--- config.mk ---
export PLATFORM = sky130hd
export DESIGN_NAME = mem_access_unit_flat
export DESIGN_NICKNAME = d
export VERILOG_FILES = /design/src/rtl/lc3b_types.sv /design/src/rtl/mem_access_unit_if.sv /design/src/rtl/byte_lane.sv /design/src/rtl/mem_access_unit.sv /design/src/flat_wrapper.sv
export SDC_FILE = /design/constraint.sdc
export NUM_CORES = 1
export LEC_CHECK = 0
export ABC_CLOCK_PERIOD_IN_PS = 2250
export CORE_ASPECT_RATIO = 1.4
export CORE_MARGIN = 2
export CORE_UTILIZATION = 30
export CTS_BUF_LIST = sky130_fd_sc_hd__clkbuf_8
export DETAILED_ROUTE_END_ITERATION = 10
export PLACE_DENSITY = 0.54
export SETUP_SLACK_MARGIN = 0.05
export SYNTH_ARGS = -nofsm -noshare
export SYNTH_HDL_FRONTEND = slang
export SYNTH_SLANG_ARGS = --single-unit
--- constraint.sdc ---
create_clock -name clk -period 2.25 [get_ports clk]
set_clock_uncertainty 0.1 [all_clocks]
set_input_delay 0.45 -clock clk [delete_from_list [all_inputs] [get_ports clk]]
set_output_delay 0.45 -clock clk [all_outputs]
set_load 0.01 [all_outputs]
--- src/rtl/lc3b_types.sv ---
// Shared LC-3b datapath types: load/store operation codes for the memory access unit.
package lc3b_types;

    typedef enum logic [2:0] {
        LDW = 3'd0,
        LDB = 3'd1,
        STW = 3'd2,
        STB = 3'd3,
        LDI = 3'd4,
        STI = 3'd5
    } lsu_op_t;

    function automatic logic is_indirect(input lsu_op_t op);
        return (op == LDI) || (op == STI);
    endfunction

endpackage

--- src/rtl/mem_access_unit_if.sv ---
// Request/response and memory-side handshake bundle of the memory access unit.
interface mem_access_unit_if
    import lc3b_types::*;
#(
    parameter int unsigned DATA_WIDTH = 16,
    parameter int unsigned ADDR_WIDTH = 16
);
    localparam int unsigned LANES = DATA_WIDTH / 8;

    logic                  req_valid;
    logic                  req_ready;
    lsu_op_t               req_op;
    logic [ADDR_WIDTH-1:0] req_addr;
    logic [DATA_WIDTH-1:0] req_wdata;
    logic                  resp_valid;
    logic [DATA_WIDTH-1:0] resp_rdata;
    logic [ADDR_WIDTH-1:0] mem_address;
    logic                  mem_read;
    logic                  mem_write;
    logic [LANES-1:0]      mem_byte_enable;
    logic [DATA_WIDTH-1:0] mem_wdata;
    logic [DATA_WIDTH-1:0] mem_rdata;
    logic                  mem_resp;

    // Control path plus memory model side.
    modport master (
        output req_valid, req_op, req_addr, req_wdata, mem_rdata, mem_resp,
        input  req_ready, resp_valid, resp_rdata,
               mem_address, mem_read, mem_write, mem_byte_enable, mem_wdata
    );

    // The access unit itself.
    modport slave (
        input  req_valid, req_op, req_addr, req_wdata, mem_rdata, mem_resp,
        output req_ready, resp_valid, resp_rdata,
               mem_address, mem_read, mem_write, mem_byte_enable, mem_wdata
    );
endinterface

--- src/rtl/byte_lane.sv ---
// Byte-lane steering: lane extraction with zero-extend, store-byte replication and one-hot enable.
module byte_lane #(
    parameter  int unsigned DATA_WIDTH = 16,
    localparam int unsigned LANES      = DATA_WIDTH / 8,
    localparam int unsigned LB         = $clog2(LANES)
) (
    input  logic [LB-1:0]         lane,
    input  logic [DATA_WIDTH-1:0] rdata,
    input  logic [7:0]            wbyte,
    output logic [DATA_WIDTH-1:0] rbyte_c,
    output logic [DATA_WIDTH-1:0] wdata_c,
    output logic [LANES-1:0]      be_c
);

    always_comb begin
        rbyte_c = '0;
        be_c    = '0;
        for (int i = 0; i < int'(LANES); i++) begin
            if (lane == LB'(i)) begin
                rbyte_c = DATA_WIDTH'(rdata[i*8 +: 8]);
                be_c[i] = 1'b1;
            end
        end
    end

    assign wdata_c = {LANES{wbyte}};

endmodule

--- src/rtl/mem_access_unit.sv ---
// Single-outstanding load/store engine: memory handshake, byte steering and two-phase indirect access.
module mem_access_unit
    import lc3b_types::*;
#(
    parameter int unsigned DATA_WIDTH = 16,
    parameter int unsigned ADDR_WIDTH = 16
) (
    input logic              clk,
    input logic              rst_n,
    mem_access_unit_if.slave bus
);

    localparam int unsigned           LANES      = DATA_WIDTH / 8;
    localparam int unsigned           LB         = $clog2(LANES);
    localparam logic [ADDR_WIDTH-1:0] ALIGN_MASK = ~ADDR_WIDTH'(LANES - 1);

    typedef enum logic [1:0] {IDLE, PTR, ACCESS, DONE} state_t;

    state_t                state;
    lsu_op_t               op_q;
    logic [ADDR_WIDTH-1:0] addr_q;
    logic [DATA_WIDTH-1:0] wdata_q;

    logic [LB-1:0]         lane_c;
    logic [DATA_WIDTH-1:0] lane_rdata_c;
    logic [DATA_WIDTH-1:0] lane_wdata_c;
    logic [LANES-1:0]      lane_be_c;
    logic [ADDR_WIDTH-1:0] ptr_c;

    // Store lanes are computed from the live request; load lanes from the latched address.
    assign lane_c = (state == IDLE) ? bus.req_addr[LB-1:0] : addr_q[LB-1:0];
    assign ptr_c  = ADDR_WIDTH'(bus.mem_rdata) & ALIGN_MASK;

    byte_lane #(.DATA_WIDTH(DATA_WIDTH)) u_byte_lane (
        .lane    (lane_c),
        .rdata   (bus.mem_rdata),
        .wbyte   (bus.req_wdata[7:0]),
        .rbyte_c (lane_rdata_c),
        .wdata_c (lane_wdata_c),
        .be_c    (lane_be_c)
    );

    always_ff @(posedge clk) begin
        if (!rst_n) begin
            state               <= IDLE;
            op_q                <= LDW;
            addr_q              <= '0;
            wdata_q             <= '0;
            bus.req_ready       <= 1'b1;
            bus.resp_valid      <= 1'b0;
            bus.resp_rdata      <= '0;
            bus.mem_address     <= '0;
            bus.mem_read        <= 1'b0;
            bus.mem_write       <= 1'b0;
            bus.mem_byte_enable <= '0;
            bus.mem_wdata       <= '0;
        end else begin
            case (state)
                IDLE: begin
                    if (bus.req_valid) begin
                        op_q          <= bus.req_op;
                        addr_q        <= bus.req_addr;
                        wdata_q       <= bus.req_wdata;
                        bus.req_ready <= 1'b0;
                        case (bus.req_op)
                            LDW: begin
                                bus.mem_read    <= 1'b1;
                                bus.mem_address <= bus.req_addr & ALIGN_MASK;
                                state           <= ACCESS;
                            end
                            LDB: begin
                                bus.mem_read    <= 1'b1;
                                bus.mem_address <= bus.req_addr;
                                state           <= ACCESS;
                            end
                            STW: begin
                                bus.mem_write       <= 1'b1;
                                bus.mem_address     <= bus.req_addr & ALIGN_MASK;
                                bus.mem_wdata       <= bus.req_wdata;
                                bus.mem_byte_enable <= '1;
                                state               <= ACCESS;
                            end
                            STB: begin
                                bus.mem_write       <= 1'b1;
                                bus.mem_address     <= bus.req_addr;
                                bus.mem_wdata       <= lane_wdata_c;
                                bus.mem_byte_enable <= lane_be_c;
                                state               <= ACCESS;
                            end
                            LDI, STI: begin
                                bus.mem_read    <= 1'b1;
                                bus.mem_address <= bus.req_addr & ALIGN_MASK;
                                state           <= PTR;
                            end
                            default: begin
                                bus.resp_valid <= 1'b1;
                                bus.resp_rdata <= '0;
                                state          <= DONE;
                            end
                        endcase
                    end
                end
                PTR: begin
                    // Pointer word becomes the word-aligned target of the second phase.
                    if (bus.mem_resp) begin
                        addr_q          <= ptr_c;
                        bus.mem_address <= ptr_c;
                        state           <= ACCESS;
                        if (op_q == STI) begin
                            bus.mem_read        <= 1'b0;
                            bus.mem_write       <= 1'b1;
                            bus.mem_wdata       <= wdata_q;
                            bus.mem_byte_enable <= '1;
                        end
                    end
                end
                ACCESS: begin
                    if (bus.mem_resp) begin
                        bus.mem_read        <= 1'b0;
                        bus.mem_write       <= 1'b0;
                        bus.mem_byte_enable <= '0;
                        bus.resp_valid      <= 1'b1;
                        state               <= DONE;
                        case (op_q)
                            LDW, LDI: bus.resp_rdata <= bus.mem_rdata;
                            LDB:      bus.resp_rdata <= lane_rdata_c;
                            default:  bus.resp_rdata <= '0;
                        endcase
                    end
                end
                DONE: begin
                    bus.resp_valid <= 1'b0;
                    bus.req_ready  <= 1'b1;
                    state          <= IDLE;
                end
                default: begin
                    state         <= IDLE;
                    bus.req_ready <= 1'b1;
                end
            endcase
        end
    end

endmodule

--- src/flat_wrapper.sv ---
// flat-port wrapper written by rule: the top's interface ports become plain ports
module mem_access_unit_flat import lc3b_types::*;
#(
    parameter int unsigned DATA_WIDTH = 16,
    parameter int unsigned ADDR_WIDTH = 16
)
  (clk, rst_n, bus_req_valid, bus_req_op, bus_req_addr, bus_req_wdata, bus_mem_rdata, bus_mem_resp, bus_req_ready, bus_resp_valid, bus_resp_rdata, bus_mem_address, bus_mem_read, bus_mem_write, bus_mem_byte_enable, bus_mem_wdata);
  mem_access_unit_if #(.DATA_WIDTH(DATA_WIDTH), .ADDR_WIDTH(ADDR_WIDTH)) bus_i ();
  input logic clk;
  input logic rst_n;
  input wire logic [$bits(bus_i.req_valid)-1:0] bus_req_valid;
  input wire logic [$bits(bus_i.req_op)-1:0] bus_req_op;
  input wire logic [$bits(bus_i.req_addr)-1:0] bus_req_addr;
  input wire logic [$bits(bus_i.req_wdata)-1:0] bus_req_wdata;
  input wire logic [$bits(bus_i.mem_rdata)-1:0] bus_mem_rdata;
  input wire logic [$bits(bus_i.mem_resp)-1:0] bus_mem_resp;
  output wire logic [$bits(bus_i.req_ready)-1:0] bus_req_ready;
  output wire logic [$bits(bus_i.resp_valid)-1:0] bus_resp_valid;
  output wire logic [$bits(bus_i.resp_rdata)-1:0] bus_resp_rdata;
  output wire logic [$bits(bus_i.mem_address)-1:0] bus_mem_address;
  output wire logic [$bits(bus_i.mem_read)-1:0] bus_mem_read;
  output wire logic [$bits(bus_i.mem_write)-1:0] bus_mem_write;
  output wire logic [$bits(bus_i.mem_byte_enable)-1:0] bus_mem_byte_enable;
  output wire logic [$bits(bus_i.mem_wdata)-1:0] bus_mem_wdata;
  assign bus_i.req_valid = bus_req_valid;
  assign bus_i.req_op = bus_req_op;
  assign bus_i.req_addr = bus_req_addr;
  assign bus_i.req_wdata = bus_req_wdata;
  assign bus_i.mem_rdata = bus_mem_rdata;
  assign bus_i.mem_resp = bus_mem_resp;
  assign bus_req_ready = bus_i.req_ready;
  assign bus_resp_valid = bus_i.resp_valid;
  assign bus_resp_rdata = bus_i.resp_rdata;
  assign bus_mem_address = bus_i.mem_address;
  assign bus_mem_read = bus_i.mem_read;
  assign bus_mem_write = bus_i.mem_write;
  assign bus_mem_byte_enable = bus_i.mem_byte_enable;
  assign bus_mem_wdata = bus_i.mem_wdata;
  mem_access_unit #(.DATA_WIDTH(DATA_WIDTH), .ADDR_WIDTH(ADDR_WIDTH)) u_core (.clk(clk), .rst_n(rst_n), .bus(bus_i));
endmodule
==> impl_metrics.toml, run 1 <==
[run_status]
outcome = "finished, final reports clean"

[pwr]
seqPwrFrac_pct = 32.4
p_sw_share_pct = 37.48
clkPwrFrac_pct = 20.2
power_density_mw_per_mm2 = 1149
peakVddDrop_mv = 0.5795
p_comb_share_pct = 47.4
leakagePower_nw = 1.816
p_int_mw = 3.659
switchingPower_mw = 2.194

[sta]
clock.fmax_mhz = 487.8
finalSetupTns_ps = 0
slew_viol_final = 0
rsz0062_at_grt = "false"
finalCriticalPeriod_ps = 2050
worstMarginPinSlew_ps = 569.3
hold_viol_final = 0
timing.final.crit_share_pct = 91.11
max_slew_margin_pct = 61.97
setup_viol = 0

[detailed_routing]
vias = 3253
route.detailed.wl_per_inst_um = 16.71
vias_per_cell = 5.043
remaining_drc_errors = 0
antenna_left = 0
routed_wl_mm = 10.78
drt-initial-drc-count = 89
drt-pass1-iter-count = 4

[clocking]
cts_tree = "done"
cts_buffer_depth = 2
cts.repair.resized = 0
clkLatencyLatePin_ps = 350
clock-root-buffer = "clkbuf_8"
cts_made_buffers = 9
path_clk_slew_ps = 90
cts_hold_buf = 0
htreeDepth = 3
cts.sinks = 76
cts_setup_buffers = 0

[placed_design]
gp_congestion = 0.7868
hpwl_mm = 7.897
io_buffers = 108
dp.cells = 629

[worst_setup_path]
crit_fanout = 32
critPathArrivalTime_ps = 2220
crit_required_ps = 2420
end_kind = "flip-flop"
critPathKind = "flip-flop to flip-flop"
startpoint_type = "flip-flop"

[layout]
nets = 553
nFillCells = 1156
drive_gt1_share_pct = 13.45
final_common_cell = "clkdlybuf4s50_1"
most-common-layout-cells = "clkdlybuf4s50_1, dfxtp_1, nand2_1, nor2_1, mux2i_1"
antenna_cells = 0
layout.cells.non_filler = 645
area_growth_pct = 43.66

[global_routing]
first_global_vias = 3258
grt_max_degree = 35
antenna_found_initial = 0
grt_usage_pct = 17.17
grt_overflow = 0
grt_first_pass_wirelength_mm = 16.78

[synthesis]
yosysTopAreaCell = "dfxtp_1"
yosys_warnings = 0
syn_area_mm2 = 0.003545
syn_nets = 443
seq_area_frac_synth_pct = 42.92
netlist_instances = 383
synth_area_leaders = "dfxtp_1, mux2i_1, nand2_1"
ys_ff_latch = 76
synth_cell_types = 38
synth_top_area_share_pct = 42.92
synth.avg_cell_area_um2 = 9.255

[floorplan]
initial_core_util_pct = 30.29
core_area_mm2 = 0.01170
die_area_mm2 = 0.01271
pin_count = 109
row_count = 47
dieWidth_um = 95.87
die-height_um = 132.6

[worst_hold_path]
hold_class = "flip-flop to flip-flop"

[job]
cap_viol_max_count = 0
-- worst max-delay path, stage by stage, from the launching register on --
cell,delay (ps)
dfxtp_1,400
inv_1,100
ha_1,260
buf_4,200
mux2i_1,150
a221oi_4,260
buf_12,230
nor2_1,60
a211oi_1,200
-- metal layers --
metal	vias to the layer above	GRT usage, %	part of all wire [%]
met4	0	7.857	2.7
met2	109	29.53	49
met5	-	0	0
li1	1611	-	-
met3	17	3.872	6.8
met1	1516	19.80	41
-- flip-flops by register name, indices dropped and copies added (netlist names) --
name / flops
u_core.bus.resp_rdata: 16
u_core.bus.mem_address: 16
u_core.bus.mem_read: 1
u_core.bus.req_ready: 1
u_core.wdata_q: 16
u_core.bus.mem_write: 1
u_core.op_q: 3
u_core.bus.mem_wdata: 16
u_core.state: 2
u_core.addr_q: 1
u_core.bus.mem_byte_enable: 2
u_core.bus.resp_valid: 1
-- cells by family after synthesis --
group / Yosys count / synth area share, %
compound gates: 106 / 22.87
fa+ha+maj: 5 / 1.765
buf+inv: 37 / 5.048
flops: 76 / 42.92
mux: 37 / 10.80
simple gates: 122 / 16.59
-- final timing paths --
kind / startpoint / endpoint / slack (ps) / depth (start not counted)
worst max-delay path: u_core.state[0] / u_core.bus.mem_wdata[0] / 200 / 8
worst min-delay path: u_core.wdata_q[14] / u_core.wdata_q[14] / 350 / 2
worst max register to register: u_core.state[0] / u_core.bus.mem_wdata[0] / 200 / 8
worst min register to register: u_core.wdata_q[14] / u_core.wdata_q[14] / 350 / 2
-- cell usage after synthesis --
library cell / count
a2111o_1: 1
a211oi_1: 21
a211oi_2: 6
a21bo_2: 1
a21oi_1: 26
a21oi_2: 1
a221oi_2: 1
a22o_2: 8
a22oi_1: 1
a311oi_1: 10
and2_1: 1
and3b_1: 1
buf_1: 3
buf_2: 11
buf_4: 5
buf_6: 1
clkbuf_1: 11
clkinv_1: 1
dfxtp_1: 76
ha_1: 5
inv_1: 5
mux2_2: 10
mux2i_1: 27
nand2_1: 55
nand2b_1: 11
nand3_1: 1
nand3b_1: 2
nand4b_1: 2
nor2_1: 28
nor2_8: 1
nor2b_1: 12
nor3b_1: 8
o2111a_1: 1
o2111ai_1: 9
o21ai_0: 9
o21bai_1: 1
o2bb2ai_1: 8
o31ai_1: 2
-- power groups by stage --
stage               clock network [mW]  registers, mW  logic, mW
global route                      1.29           1.94       3.06
floorplan                            0           2.02       1.54
global placement                     0           1.92       2.77
detailed placement                   0           1.92       2.79
finish                            1.18           1.90       2.77
CTS                               1.23           1.90       2.81
-- metrics by stage --
step | utilization [%] | cell area (µm²) | power (mW) | setup slack, ps | hold slack (ps)
3_3_place_gp | 41.61 | 4870 | 4.687 | 46.38 | 337.5
5_1_grt | 43.52 | 5092 | 6.289 | 50.23 | 370.0
6_report | 43.52 | 5092 | 5.853 | 200.1 | 351.7
2_1_floorplan | - | 3545 | 3.562 | 412.9 | 331.2
3_5_place_dp | 41.61 | 4870 | 4.719 | 8.825 | 342.1
4_1_cts | 43.52 | 5092 | 5.939 | 178.0 | 354.8
-- final cells by class --
cell class              instances  area (µm²)  share of cell area [%]
repair buffers                130        1284                   25.21
clock inverters                 7       98.84                   1.941
multi-input cells             270        1858                   36.49
flip-flops and latches         76        1521                   29.88
well taps                     147       183.9                   3.612
inverters                       6       22.52                  0.4423
clock buffers                   9       123.9                   2.432
(Power assumes the default switching activity.)
==> run 2, diff against run 1 <==
--- a/config.mk
+++ b/config.mk
@@ -5,6 +5,7 @@
 export SDC_FILE = /design/constraint.sdc
 export NUM_CORES = 1
 export LEC_CHECK = 0
+export ABC_AREA = 1
 export ABC_CLOCK_PERIOD_IN_PS = 2250
 export CORE_ASPECT_RATIO = 1.4
 export CORE_MARGIN = 2
==> impl_metrics.toml, run 2 <==
[run_status]
outcome = "finished, final reports clean"

[placed_design]
hpwl_mm = 9.085
gp_congestion = 0.7879
io_buffers = 108
dp.cells = 843

[sta]
slew_viol_final = 0
hold_viol_final = 0
timing.final.crit_share_pct = 90.27
worstMarginPinSlew_ps = 539.3
rsz0062_at_grt = "false"
finalSetupTns_ps = 0
clock.fmax_mhz = 492.3
max_slew_margin_pct = 63.82
setup_viol = 0
finalCriticalPeriod_ps = 2031

[floorplan]
pin_count = 109
dieWidth_um = 99.43
initial_core_util_pct = 30.92
die_area_mm2 = 0.01368
core_area_mm2 = 0.01237
row_count = 48
die-height_um = 137.6

[global_routing]
grt_max_degree = 50
grt_overflow = 0
grt_first_pass_wirelength_mm = 19.86
grt_usage_pct = 18.40
first_global_vias = 4063
antenna_found_initial = 0

[detailed_routing]
top_layer = "met4"
wl_met3_um = 736
vias_per_cell = 4.721
drt-pass1-iter-count = 5
m1WireLength_mm = 5.085
routed_wl_mm = 12.30
antenna_left = 0
vias = 4046
dr_wl_met2_mm = 6.214
drt-initial-drc-count = 123
route.detailed.wl_per_inst_um = 14.35
remaining_drc_errors = 0

[synthesis]
synth_area_leaders = "dfxtp_1, nand2_1, nor2_1"
synth_top_area_share_pct = 39.78
synth.avg_cell_area_um2 = 6.572
synth-edff-count = 0
seq_area_frac_synth_pct = 39.78
netlist_instances = 582
ys.flop_type = "dfxtp_1"
synth_cell_types = 29
syn_nets = 642
syn_area_mm2 = 0.003825
yosys_warnings = 0
yosysMostFrequentCell = "nand2_1"
synth-async-reset-ratio_pct = 0
yosysTopAreaCell = "dfxtp_1"
ys_ff_latch = 76
synth_commonest_cells = "nand2_1, nor2_1, dfxtp_1"

[layout]
final_common_cell = "nand2_1"
nFillCells = 1304
drive_gt1_share_pct = 10.04
antenna_cells = 0
area_growth_pct = 40.63
nets = 764
multi_input_comb_area_mm2 = 0.002032
regArea_mm2 = 0.001521
layout.cells.non_filler = 857
most-common-layout-cells = "nand2_1, nor2_1, clkdlybuf4s50_1, dfxtp_1, o21ai_0"

[worst_hold_path]
hold_end = "u_core.bus.resp_rdata[11]"
min_from = "u_core.bus.resp_rdata[11]"
whs_path_depth = 2
hold_class = "flip-flop to flip-flop"

[clocking]
clock-root-buffer = "clkbuf_8"
cts_tree = "done"
cts.sinks = 76
cts_buffer_depth = 2
clkLatencyLatePin_ps = 350
path_clk_slew_ps = 80
cts_made_buffers = 9
cts_setup_buffers = 0
htreeDepth = 3

[worst_setup_path]
crit_fanout = 16
critPathArrivalTime_ps = 2170
critPathKind = "flip-flop to flip-flop"
crit_chain = "inv_1, ha_2, nand2_2, nand2_2, a21oi_4, clkinvlp_4, nor2_1, nor2_1"
reg2reg_slack_ps = 220
crit_slowest_cell = "dfxtp_1"
r2r-start = "u_core.state[0]"
r2r-end = "u_core.bus.mem_address[3]"
end_kind = "flip-flop"
startpoint_type = "flip-flop"
reg2reg_depth = 8
critPathMaxStageDelay_ps = 390
crit_required_ps = 2390

[pwr]
peakVddDrop_mv = 0.4670
power_density_mw_per_mm2 = 1264
leakagePower_nw = 2.298

[job]
cap_viol_max_count = 0
==> run 2: changes by cell type in the layout (fill, tap and decap cells not counted), moves of 12 or more <==
| cell | delta |
|---|---|
| a211oi_1 | -20 |
| nand3_1 | +21 |
| o21ai_0 | +38 |
| nor2_1 | +80 |
| nand2_1 | +133 |
| nor2b_1 | -12 |
| inv_1 | +29 |
| mux2i_1 | -27 |
==> run 2: cells by family (layout without fill, tap and decap cells) <==
group           after synthesis  count (layout)  share of synthesized area [%]
fa+ha+maj                     5               5                          1.636
flops                        76              76                          39.78
buf+inv                      61             186                          7.229
compound gates               94              94                          13.94
simple gates                346             346                          37.42
==> run 2: cell type report <==
cell class                 count  area share (%)
sequential                    76           28.29
timing repair buffer         136           24.94
clock buffer                  10           2.559
tap                          150           3.489
clock inverter                 4          0.3722
multi-input combinational    445           37.78
inverter                      36           2.582
==> run 2: per-stage QoR <==
step	hold slack [ps]	utilization (%)	setup WS [ps]	total power, mW	cell area, µm²
finish	369.2	43.48	218.9	6.799	5379
global route	386.5	43.48	53.75	7.371	5379
CTS	370.8	43.44	105.1	6.862	5374
detailed placement	355.6	42.13	5.298	5.927	5213
global placement	349.6	42.13	49.65	5.853	5213
floorplan	354.9	-	453.5	4.319	3825
==> run 2: worst max-delay path: cells and delay by family, from the launching register on <==
kind                     cells  cell delay (ps)
AND/OR/NAND/NOR              4              540
buffers and inverters        2              440
flip-flops                   1              390
adder cells (fa/ha/maj)      1              280
AO/OA/AOI/OAI                1              170
==> run 2: per-layer routing <==
layer | global-route usage [%] | vias up
met4 | 7.078 | 0
li1 | - | 2084
met3 | 3.754 | 16
met2 | 34.08 | 118
met1 | 20.49 | 1828
met5 | 0 | -
==> run 2: timing repair <==
action | 4_1_cts | 5_1_grt
hold buffers | 0 | 0
hold endpoints to repair | 0 | 0
setup endpoints to repair | 1 | 17
pin swaps | 0 | 0
gates resized for setup | 1 | 2
gates cloned | 0 | 0
==> run 2: power by group <==
group | total [mW] | switching [mW] | internal, mW
logic | 3.89 | 2.24 | 1.65
registers | 2.00 | 0.229 | 1.77
clock network | 0.910 | 0.501 | 0.409
==> run 2: how the worst max path moves through the flow <==
stage	start	endpoint	slack, ps	cells after the start
CTS	u_core.state[0]	u_core.bus.mem_address[3]	110	7
floorplan	u_core.state[0]	u_core.bus.mem_write	450	11
finish	u_core.state[0]	u_core.bus.mem_address[3]	220	8
detailed placement	bus_req_op[2]	u_core.bus.mem_address[0]	5	7
global placement	bus_req_op[2]	u_core.bus.mem_address[0]	50	7
global route	u_core.state[0]	u_core.bus.mem_address[3]	50	8
==> run 3, diff against run 2 <==
--- a/config.mk
+++ b/config.mk
@@ -8,7 +8,7 @@
 export ABC_AREA = 1
 export ABC_CLOCK_PERIOD_IN_PS = 2250
 export CORE_ASPECT_RATIO = 1.4
-export CORE_MARGIN = 2
+export CORE_MARGIN = 5
 export CORE_UTILIZATION = 30
 export CTS_BUF_LIST = sky130_fd_sc_hd__clkbuf_8
 export DETAILED_ROUTE_END_ITERATION = 10
@@ -17,3 +17,4 @@
 export SYNTH_ARGS = -nofsm -noshare
 export SYNTH_HDL_FRONTEND = slang
 export SYNTH_SLANG_ARGS = --single-unit
+export TNS_END_PERCENT = 100
==> constraint.sdc (replaced) <==
create_clock -name clk -period 2.25 [get_ports clk]
set_clock_uncertainty 0.1 [all_clocks]
set_input_delay 0.45 -clock clk [delete_from_list [all_inputs] [get_ports clk]]
set_output_delay 0.45 -clock clk [all_outputs]
set_load 0.1 [all_outputs]
==> impl_metrics.toml, run 3 (synthesis gave the netlist of run 2 again) <==
[job]
cap_viol_max_count = 0

[sta]
max_slew_margin_pct = 60.23
hold_viol_final = 0
finalSetupTns_ps = 0
setup_ws_ps = 240.9
finalCriticalPeriod_ps = 2009
timing.final.crit_share_pct = 89.29
rsz0062_at_grt = "false"
clock.fmax_mhz = 497.7
setup_viol = 0
slew_viol_final = 0
worstMarginPinSlew_ps = 592.5

[detailed_routing]
routed_wl_mm = 12.48
remaining_drc_errors = 0
dr_wl_met2_mm = 6.279
drt-initial-drc-count = 141
wl_met3_um = 700
vias = 4050
m1WireLength_mm = 5.340
vias_per_cell = 4.715
drt-pass1-iter-count = 4
top_layer = "met4"
antenna_left = 0
route.detailed.wl_per_inst_um = 14.53

[worst_setup_path]
reg2reg_slack_ps = 240
end_kind = "flip-flop"
crit_required_ps = 2390
crit_fanout = 16
crit_buf_inv = 2
critPathMaxStageDelay_ps = 390
crit_chain = "inv_1, ha_2, nand2_2, nand2_2, a21oi_4, clkinvlp_4, nor2_1, nor2_1"
crit_slowest_cell = "dfxtp_1"
startpoint_type = "flip-flop"
critPathKind = "flip-flop to flip-flop"
critical_path.top_delay_family = "simple AND/OR/NAND/NOR gates"
critPathArrivalTime_ps = 2150

[floorplan]
initial_core_util_pct = 30.77
pin_count = 109
die_area_mm2 = 0.01514
row_count = 48
die-height_um = 143.6
core_area_mm2 = 0.01243
dieWidth_um = 105.4

[clocking]
clkLatencyLatePin_ps = 350
cts_buffer_depth = 2
cts_setup_buffers = 0
cts_made_buffers = 9
cts_hold_buf = 0
path_clk_slew_ps = 80
htreeDepth = 3
cts.sinks = 76
clock-root-buffer = "clkbuf_8"
cts_tree = "done"

[layout]
most-common-layout-cells = "nand2_1, nor2_1, buf_4, dfxtp_1, clkdlybuf4s50_1"
final_common_cell = "nand2_1"
multi_input_comb_area_mm2 = 0.002032
nets = 764
regArea_mm2 = 0.001521
drive_gt1_share_pct = 18.05
nFillCells = 1316
antenna_cells = 0
area_growth_pct = 36.74

[global_routing]
grt_usage_pct = 16.74
antenna_found_initial = 0
grt_overflow = 0
first_global_vias = 4138
grt_first_pass_wirelength_mm = 20.17
grt_max_degree = 35

[placed_design]
hpwl_mm = 9.471
gp_congestion = 0.8292
dpl_worst_slack_ps = 15.79
io_buffers = 108

[pwr]
p_total_mw = 8.662
leakagePower_nw = 2.382
peakVddDrop_mv = 1.007
power_density_mw_per_mm2 = 1656

[run_status]
outcome = "finished, final reports clean"

[worst_hold_path]
hold_class = "flip-flop to flip-flop"
==> run 3: changes by cell type in the layout (fill, tap and decap cells not counted), sizes merged <==
cell,before,now
buf,28,82
clkbuf,10,9
clkdlybuf4s50,108,54
clkinv,3,5
clkinvlp,2,4
inv,35,34
==> run 3: worst min-delay path, stage by stage (launching register included) <==
cell and delay [ps]:
dfxtp_1 310, nand2_1 60, a21oi_1 50
==> run 3: worst paths after layout <==
path,cells after the start,to,start
worst min-delay path,2,u_core.bus.resp_rdata[14],u_core.bus.resp_rdata[14]
worst max-delay path,8,u_core.bus.mem_address[14],u_core.state[0]
worst max register to register,8,u_core.bus.mem_address[14],u_core.state[0]
worst min register to register,2,u_core.bus.resp_rdata[14],u_core.bus.resp_rdata[14]
==> run 3: layout make-up <==
class / count / area share, %
Tap cell: 150 / 3.589
Sequential cell: 76 / 29.09
Inverter: 36 / 2.655
Timing Repair Buffer: 136 / 22.58
Clock buffer: 9 / 2.368
Clock inverter: 7 / 0.8612
Multi-Input combinational cell: 445 / 38.85
==> run 3: metal layers <==
metal / vias to the layer above / global-route usage, %
met5: - / 0
met4: 0 / 5.114
met3: 11 / 4.000
met2: 121 / 30.51
met1: 1830 / 19.33
li1: 2088 / -
==> run 3: repair_timing <==
| action | CTS | global route |
|---|---|---|
| endpoints found under the hold margin | 0 | 0 |
| setup endpoints to repair | 1 | 26 |
| resized for setup | 1 | 2 |
| pin swaps | 0 | 0 |
==> run 3: stage by stage <==
step | instance area [µm²] | cells | hold WS [ps] | util, %
2_1_floorplan | 3825 | 582 | 354.9 | -
3_3_place_gp | 5052 | 843 | 352.2 | 40.64
3_5_place_dp | 5052 | 843 | 358.2 | 40.64
4_1_cts | 5225 | 859 | 376.3 | 42.03
5_1_grt | 5230 | 859 | 383.0 | 42.07
6_report | 5230 | 859 | 370.6 | 42.07
==> run 3: where the power goes <==
group / internal, mW / total, mW / switching, mW
combinational: 1.48 / 5.73 / 4.25
clock: 0.394 / 0.913 / 0.520
sequential: 1.77 / 2.01 / 0.241
total: 3.65 / 8.66 / 5.01
